### src/rtl/idecode.sv
// PDP-11 instruction pre-decoder with a two-entry queue of decoded instructions.
// Words are classified and split into fields on entry; the head entry drives the outputs.
module idecode (
  input  logic        clk,
  input  logic        reset_n,
  input  logic        in_valid,
  input  logic [15:0] in_instr,
  output logic        in_ready,
  input  logic        flush,
  output logic        out_valid,
  input  logic        out_ready,
  output logic [9:0]  op,
  output logic [2:0]  cls,
  output logic [2:0]  src_mode,
  output logic [2:0]  src_reg,
  output logic [2:0]  dst_mode,
  output logic [2:0]  dst_reg,
  output logic        byte_op,
  output logic        store,
  output logic [7:0]  offset
);

  localparam logic [2:0] CLS_SINGLE = 3'd0;
  localparam logic [2:0] CLS_DOUBLE = 3'd1;
  localparam logic [2:0] CLS_REGSRC = 3'd2;
  localparam logic [2:0] CLS_BRANCH = 3'd3;
  localparam logic [2:0] CLS_OTHER  = 3'd4;

  typedef struct packed {
    logic [9:0] op;
    logic [2:0] cls;
    logic [2:0] src_mode;
    logic [2:0] src_reg;
    logic [2:0] dst_mode;
    logic [2:0] dst_reg;
    logic       byte_op;
    logic       store;
    logic [7:0] offset;
  } entry_t;

  localparam entry_t ENTRY_RST = {10'd0, CLS_OTHER, 12'd0, 1'b0, 1'b0, 8'd0};

  // Classes are tested in precedence order, so overlapping encodings resolve to the first match.
  function automatic entry_t decode(input logic [15:0] i);
    entry_t e;
    logic   is_double;
    logic   is_regsrc;
    logic   is_branch;
    logic   is_single;
    logic   no_store;
    e          = ENTRY_RST;
    e.op       = i[15:6];
    e.offset   = i[7:0];
    is_double  = (i[14:12] != 3'o0) && (i[14:12] != 3'o7);
    is_regsrc  = (i[15:12] == 4'o07);
    is_branch  = (i[14:11] == 4'b0000) && ((i[10:8] != 3'o0) || i[15]);
    is_single  = (i[14:11] == 4'b0001) || (i[15:6] == 10'o0003);
    no_store   = (i[14:12] == 3'o2) || (i[14:12] == 3'o3) || (i[14:6] == 9'o057);
    if (is_double) begin
      e.cls      = CLS_DOUBLE;
      e.src_mode = i[11:9];
      e.src_reg  = i[8:6];
      e.dst_mode = i[5:3];
      e.dst_reg  = i[2:0];
      e.byte_op  = i[15] && (i[15:12] != 4'o16);
      e.store    = !no_store;
    end else if (is_regsrc) begin
      e.cls      = CLS_REGSRC;
      e.src_reg  = i[8:6];
      e.dst_mode = i[5:3];
      e.dst_reg  = i[2:0];
      e.store    = 1'b1;
    end else if (is_branch) begin
      e.cls      = CLS_BRANCH;
    end else if (is_single) begin
      e.cls      = CLS_SINGLE;
      e.dst_mode = i[5:3];
      e.dst_reg  = i[2:0];
      e.byte_op  = i[15];
      e.store    = !no_store;
    end else begin
      e.cls      = CLS_OTHER;
    end
    return e;
  endfunction

  entry_t     mem_r [2];
  logic [1:0] cnt_r;
  logic       wr_ptr_r;
  logic       rd_ptr_r;
  logic       push_s;
  logic       pop_s;
  entry_t     head_s;

  assign in_ready  = (cnt_r != 2'd2);
  assign out_valid = (cnt_r != 2'd0);
  assign push_s    = in_valid && in_ready;
  assign pop_s     = out_valid && out_ready;
  assign head_s    = mem_r[rd_ptr_r];

  // Queue storage, pointers and occupancy; reset beats flush, flush beats push/pop.
  always_ff @(posedge clk) begin
    if (!reset_n) begin
      mem_r[0] <= ENTRY_RST;
      mem_r[1] <= ENTRY_RST;
      cnt_r    <= 2'd0;
      wr_ptr_r <= 1'b0;
      rd_ptr_r <= 1'b0;
    end else if (flush) begin
      cnt_r    <= 2'd0;
      wr_ptr_r <= 1'b0;
      rd_ptr_r <= 1'b0;
    end else begin
      if (push_s) begin
        mem_r[wr_ptr_r] <= decode(in_instr);
        wr_ptr_r        <= ~wr_ptr_r;
      end
      if (pop_s) begin
        rd_ptr_r <= ~rd_ptr_r;
      end
      case ({push_s, pop_s})
        2'b10:   cnt_r <= cnt_r + 2'd1;
        2'b01:   cnt_r <= cnt_r - 2'd1;
        default: cnt_r <= cnt_r;
      endcase
    end
  end

  assign op       = head_s.op;
  assign cls      = head_s.cls;
  assign src_mode = head_s.src_mode;
  assign src_reg  = head_s.src_reg;
  assign dst_mode = head_s.dst_mode;
  assign dst_reg  = head_s.dst_reg;
  assign byte_op  = head_s.byte_op;
  assign store    = head_s.store;
  assign offset   = head_s.offset;

endmodule

### config.mk
export PLATFORM = sky130hd
export DESIGN_NAME = idecode
export DESIGN_NICKNAME = d
export VERILOG_FILES = /design/src/rtl/idecode.sv
export SDC_FILE = /design/constraint.sdc
export NUM_CORES = 1
export LEC_CHECK = 0
export CAP_MARGIN = 30
export CORE_MARGIN = 10
export CORE_UTILIZATION = 40
export CTS_CLUSTER_SIZE = 12
export DETAILED_ROUTE_END_ITERATION = 10
export GPL_TIMING_DRIVEN = 0
export HOLD_SLACK_MARGIN = 0.15
export PLACE_DENSITY = 0.74
export SLEW_MARGIN = 20
export SYNTH_ARGS = -nofsm -noshare
export SYNTH_HDL_FRONTEND = slang
export SYNTH_SLANG_ARGS = --single-unit
### constraint.sdc
create_clock -name clk -period 3.7 [get_ports clk]
set_input_delay 0.925 -clock clk [delete_from_list [all_inputs] [get_ports clk]]
set_output_delay 0.925 -clock clk [all_outputs]
set_load 0.01 [all_outputs]
---- Word-level counts from Yosys, hierarchy flattened ----
Memory sizes are Yosys's and may differ from the RTL's. A register that Yosys moved wholly into a read port is not among the register bits.
Index checks and enable logic that the tools add are counted.
operators by class
  $add $sub $neg .......................... 2
  equality and inequality tests ........... 11
  multiplexer cells ....................... 32
  bitwise operators ....................... 3
  reductions and logical operators ........ 17
operators with widths
  kind                                                                     count
  11-bit two-way mux                                                       4
  3-bit two-way mux                                                        12
  35-bit two-way mux                                                       1
  35-bit OR reduction                                                      1
  8-bit two-way mux                                                        2
  1-bit two-way mux                                                        11
  10-bit by 2-bit equality test with 1-bit output (second input constant)  1
  9-bit by 6-bit equality test with 1-bit output (second input constant)   1
  3-bit by 2-bit equality test with 1-bit output (second input constant)   2
  6-bit two-way mux                                                        1
  3-bit nonzero test                                                       2
  1-bit logical AND                                                        5
  4-bit by 1-bit equality test with 1-bit output (second input constant)   1
  4-bit by 3-bit equality test with 1-bit output (second input constant)   1
  4-bit logical NOT                                                        1
  1-bit logical OR                                                         4
  4-bit != test (second input constant)                                    1
  2-bit one-hot mux with 2 select lines                                    1
  2-bit nonzero test                                                       2
  3-bit != test (second input constant)                                    1
  1-bit inverter                                                           3
  2-bit by 1-bit adder with 2-bit output (second input constant)           1
  2-bit by 1-bit equality test with 1-bit output (second input constant)   1
  2-bit equality test (second input constant)                              1
  4 further kinds                                                          4
word-level totals
  bits in registers ....................... 4
  bits in writable memories ............... 70
  bits of input ports ..................... 21
  memories kept ........................... 1
memory list
  name   words  width  read ports  clocked after Yosys merged registers in  write ports  RTL line  text
  mem_r  2      35     1           1                                        2            87        entry_t mem_r [2];

---- Longest topological paths before layout ----
  word-level depth ........................ 12
  mapped depth ............................ 7

---- Least setup slack after synthesis ----
No wires, ideal clock.
  path kind ............................... in2reg
  from .................................... input flush
  to ...................................... memory mem_r[0][0] (netlist name) (enable)
  library setup time ...................... 0.391 ns
  arrival time ............................ 2.567 ns
  slack ................................... 0.743 ns
  cell stages on the path ................. 5
  buffers on the path ..................... 2
  path through ............................ nand2b_1 -> or4_1 -> buf_2 -> buf_2 -> nand2_1
RTL lines
  item         RTL line  text
  from (decl)  9         input logic flush,
  to (decl)    87

==> results by group <==
Layout
  – FF+latch area: 2082 um^2
  – Area occupied by multi-input gates: 1075 um^2
  – Area Overhead vs Synth: 29.30%
  – Design Area, Final: 4208 um^2
  – Fraction of layout cells with a size suffix above 1: 0.2327
  – Fill cells: 665
  – Final #Nets: 335
  – # diodes: 0

Critical path
  – Crit Path Category: reg2out
  – Worst r2r path cells: 6
  – RR Endpoint: mem_r[1][8]
  – Crit path capture type: output port
  – R2R setup slack: 1.22 ns
  – CP arrival: 2.54 ns
  – R2r startpoint: cnt_r[1]
  – Startpoint types: flop
  – Crit path required time: 2.77 ns
  – CP Capture Point: op[1]
  – Crit Path Max Fanout: 10

Timing
  – Worst-margin pin slew: 0.7569 ns
  – Fin worst setup slack: 0.2316 ns
  – Fin Hold WS: 0.5160 ns
  – Min Tclk post-route: 3.468 ns
  – Clk_skew: 0.009321 ns
  – Slew Viols, Final: 0
  – Final setup viols: 0
  – Fin. Hold Viols: 0
  – Final period utilization: 0.9374
  – RSZ-0062 raised after global routing: no
  – Fmax: 0.2883 GHz
  – Relative slew slack: 0.4954

CTS
  – CTS buffer count: 9
  – # Post-CTS Setup Buffers: 0
  – H-tree Lvls: 3
  – CTS root buf: clkbuf_8
  – Cts repair resizes: 0
  – CTS tree: done
  – Hold-fix buffers, CTS: 0
  – Later-pin clock latency in the skew report: 0.35 ns
  – Clock Pin Slew Worst Setup and Hold Paths: 0.07 ns
  – Clock Path Buffers: 2
  – Clk sinks: 71

Place
  – Post-DP Area: 4026 um^2
  – I/O Buffers: 57
  – RePlAce Congestion: 0.7825
  – Post-DP HPWL: 5.176 mm
  – Setup WS pre-CTS: 0.3429 ns

Pwr
  – Static Leak: 0.001524 uW
  – PwrDens: 412.1 nW/um^2
  – Switching power of the nets: 396.7 uW
  – Clk pwr share: 0.340
  – Internal power: 1337 uW
  – VDD IR-drop max: 0.0001952 V
  – Switching share of power: 0.2288
  – Proportion of power drawn by combinational gates: 0.126
  – Sequential share of power: 0.534

Yosys
  – Most common library cells after synthesis: edfxtp_1, mux2_2, and2_1, nor2_1, nand2_1
  – Adder-Cell Fraction of Synth Area: 0.003845
  – Synth Register Bits: 71
  – Largest family of logic cells by synthesized area: simple AND/OR/NAND/NOR gates
  – Compound-gate portion of the synthesized area: 0.02537
  – Post-synth EDFFs: 66
  – Dominant cells by area after synthesis: edfxtp_1, mux2_2, nor3_2
  – Mux cell area share after synthesis: 0.1142
  – Syn_nets: 264
  – Post-synth top area share: 0.6090
  – Mapped Avg Cell Area: 13.45 um^2
  – Count leader, synth: edfxtp_1
  – Simple-gate share of the synthesized area: 0.1753
  – Synthesized instance count: 242
  – Prevailing post-synth register cell: edfxtp_1
  – Largest area contributor in the netlist: edfxtp_1
  – Post-Synth XOR/XNOR Area: 0.008074
  – Synth Cell Area: 3254 um^2
  – Synthesis Warnings: 0
  – Synth cell types: 35
  – Sequential-to-total area share from yosys stat: 0.6398
  – Synth async-reset ratio: 0

Route
  – Vias per cell: 5.136
  – Routed vias: 2,157
  – Detailed Routing Iterations Pass 1: 4
  – WL per Instance: 17.60 um
  – Initial DRC count: 122
  – Final WL: 7.390 mm
  – Post-DRT Antenna Nets: 0
  – DRC Markers: 0

Floorplanning
  – Starting Density: 0.4168
  – Core ar.: 7807 um^2
  – Die W: 110.2 um
  – Row count: 32
  – Die Ht: 110.2 um
  – IO Pins: 58
  – Die area: 12,140 um^2

Outcome
  – Status: completed

Global routing
  – First-pass GRT wire length: 11.28 mm
  – Total GRT Usage: 0.1234
  – Vias in the first global route: 2,159
  – Overflow left after global routing: 0
  – Largest net degree at the start of global routing: 24
  – Antenna violations before repair: 0

Job
  – MaxCap Viol Count: 0

Hold path
  – Hold Path Class: reg2reg
==> cell families after synthesis <==
| kind of cell | Yosys count |
|---|---|
| AOI/OAI and AO/OA | 12 |
| and+or+nand+nor | 100 |
| xor gates and xnor gates | 3 |
| DFF | 71 |
| buffers and inverters | 22 |
| adders and majority gates | 1 |
| muxes | 33 |
==> power groups by stage <==
stage | Sequential, uW | Clock, uW | Combinational [uW]
final | 925 | 590 | 219
after global routing | 929 | 623 | 235
after CTS | 926 | 588 | 222
after detailed placement | 944 | 0 | 221
after global placement | 943 | 0 | 208
after floorplan | 941 | 0 | 103
==> layout make-up <==
type | count | share of cell area
plain buffers | 13 | 0.01784
clock buffers | 12 | 0.03211
clock inverters | 4 | 0.01100
inverters | 9 | 0.008029
multi-input cells | 149 | 0.2554
flip-flops and latches | 71 | 0.4948
well taps | 102 | 0.03033
repair buffers | 60 | 0.1505
==> registers in the layout, indices dropped and copies added (netlist names), named ones only <==
register,flops
wr_ptr_r,1
rd_ptr_r,1
cnt_r,2
mem_r,66
==> critical path: stages, from the launching register on <==
cell             delay (ns)
dfxtp_1                0.30
clkbuf_1               0.25
clkbuf_1               0.62
mux2_2                 0.42
buf_4                  0.13
clkdlybuf4s50_1        0.47
==> stage by stage <==
step | util | TNS [ns] | cells | total power (uW)
after floorplan | - | 0 | 242 | 1044
after global placement | 0.5063 | -14.81 | 401 | 1152
after detailed placement | 0.5157 | 0 | 404 | 1165
after CTS | 0.5389 | 0 | 420 | 1736
after global routing | 0.5389 | 0 | 420 | 1788
final | 0.5389 | 0 | 420 | 1734
==> cells in the final DEF, fill, tap and decap left out, types with 3 or more instances in the layout <==
cell type / count
and2_1: 19
nor3_2: 12
clkbuf_8: 9
buf_4: 3
nor3_1: 16
or3_1: 3
buf_2: 3
dfxtp_1: 5
clkdlybuf4s50_1: 57
nor2_1: 19
clkbuf_1: 9
nand2_1: 15
a21oi_1: 4
inv_1: 9
edfxtp_1: 66
mux2_2: 33
==> layer usage <==
metal | GRT usage | vias to the layer above | share of wire
met3 | 0.04527 | 12 | 0.076
met2 | 0.2053 | 57 | 0.50
li1 | - | 1024 | -
met5 | 0 | - | 0
met4 | 0.03945 | 0 | 0.012
met1 | 0.1454 | 1064 | 0.41
==> how the worst min path moves through the flow <==
stage | from | to | slack [ns] | cells after the start
floorplan | cnt_r[1] | cnt_r[1] | 0.47 | 2
global placement | rd_ptr_r | rd_ptr_r | 0.50 | 2
detailed placement | rd_ptr_r | flop | 0.50 | 2
CTS | cnt_r[1] | cnt_r[1] | 0.51 | 2
global route | cnt_r[1] | cnt_r[1] | 0.57 | 2
finish | cnt_r[1] | cnt_r[1] | 0.52 | 2
Note: power is estimated with default switching activity, not from simulation.
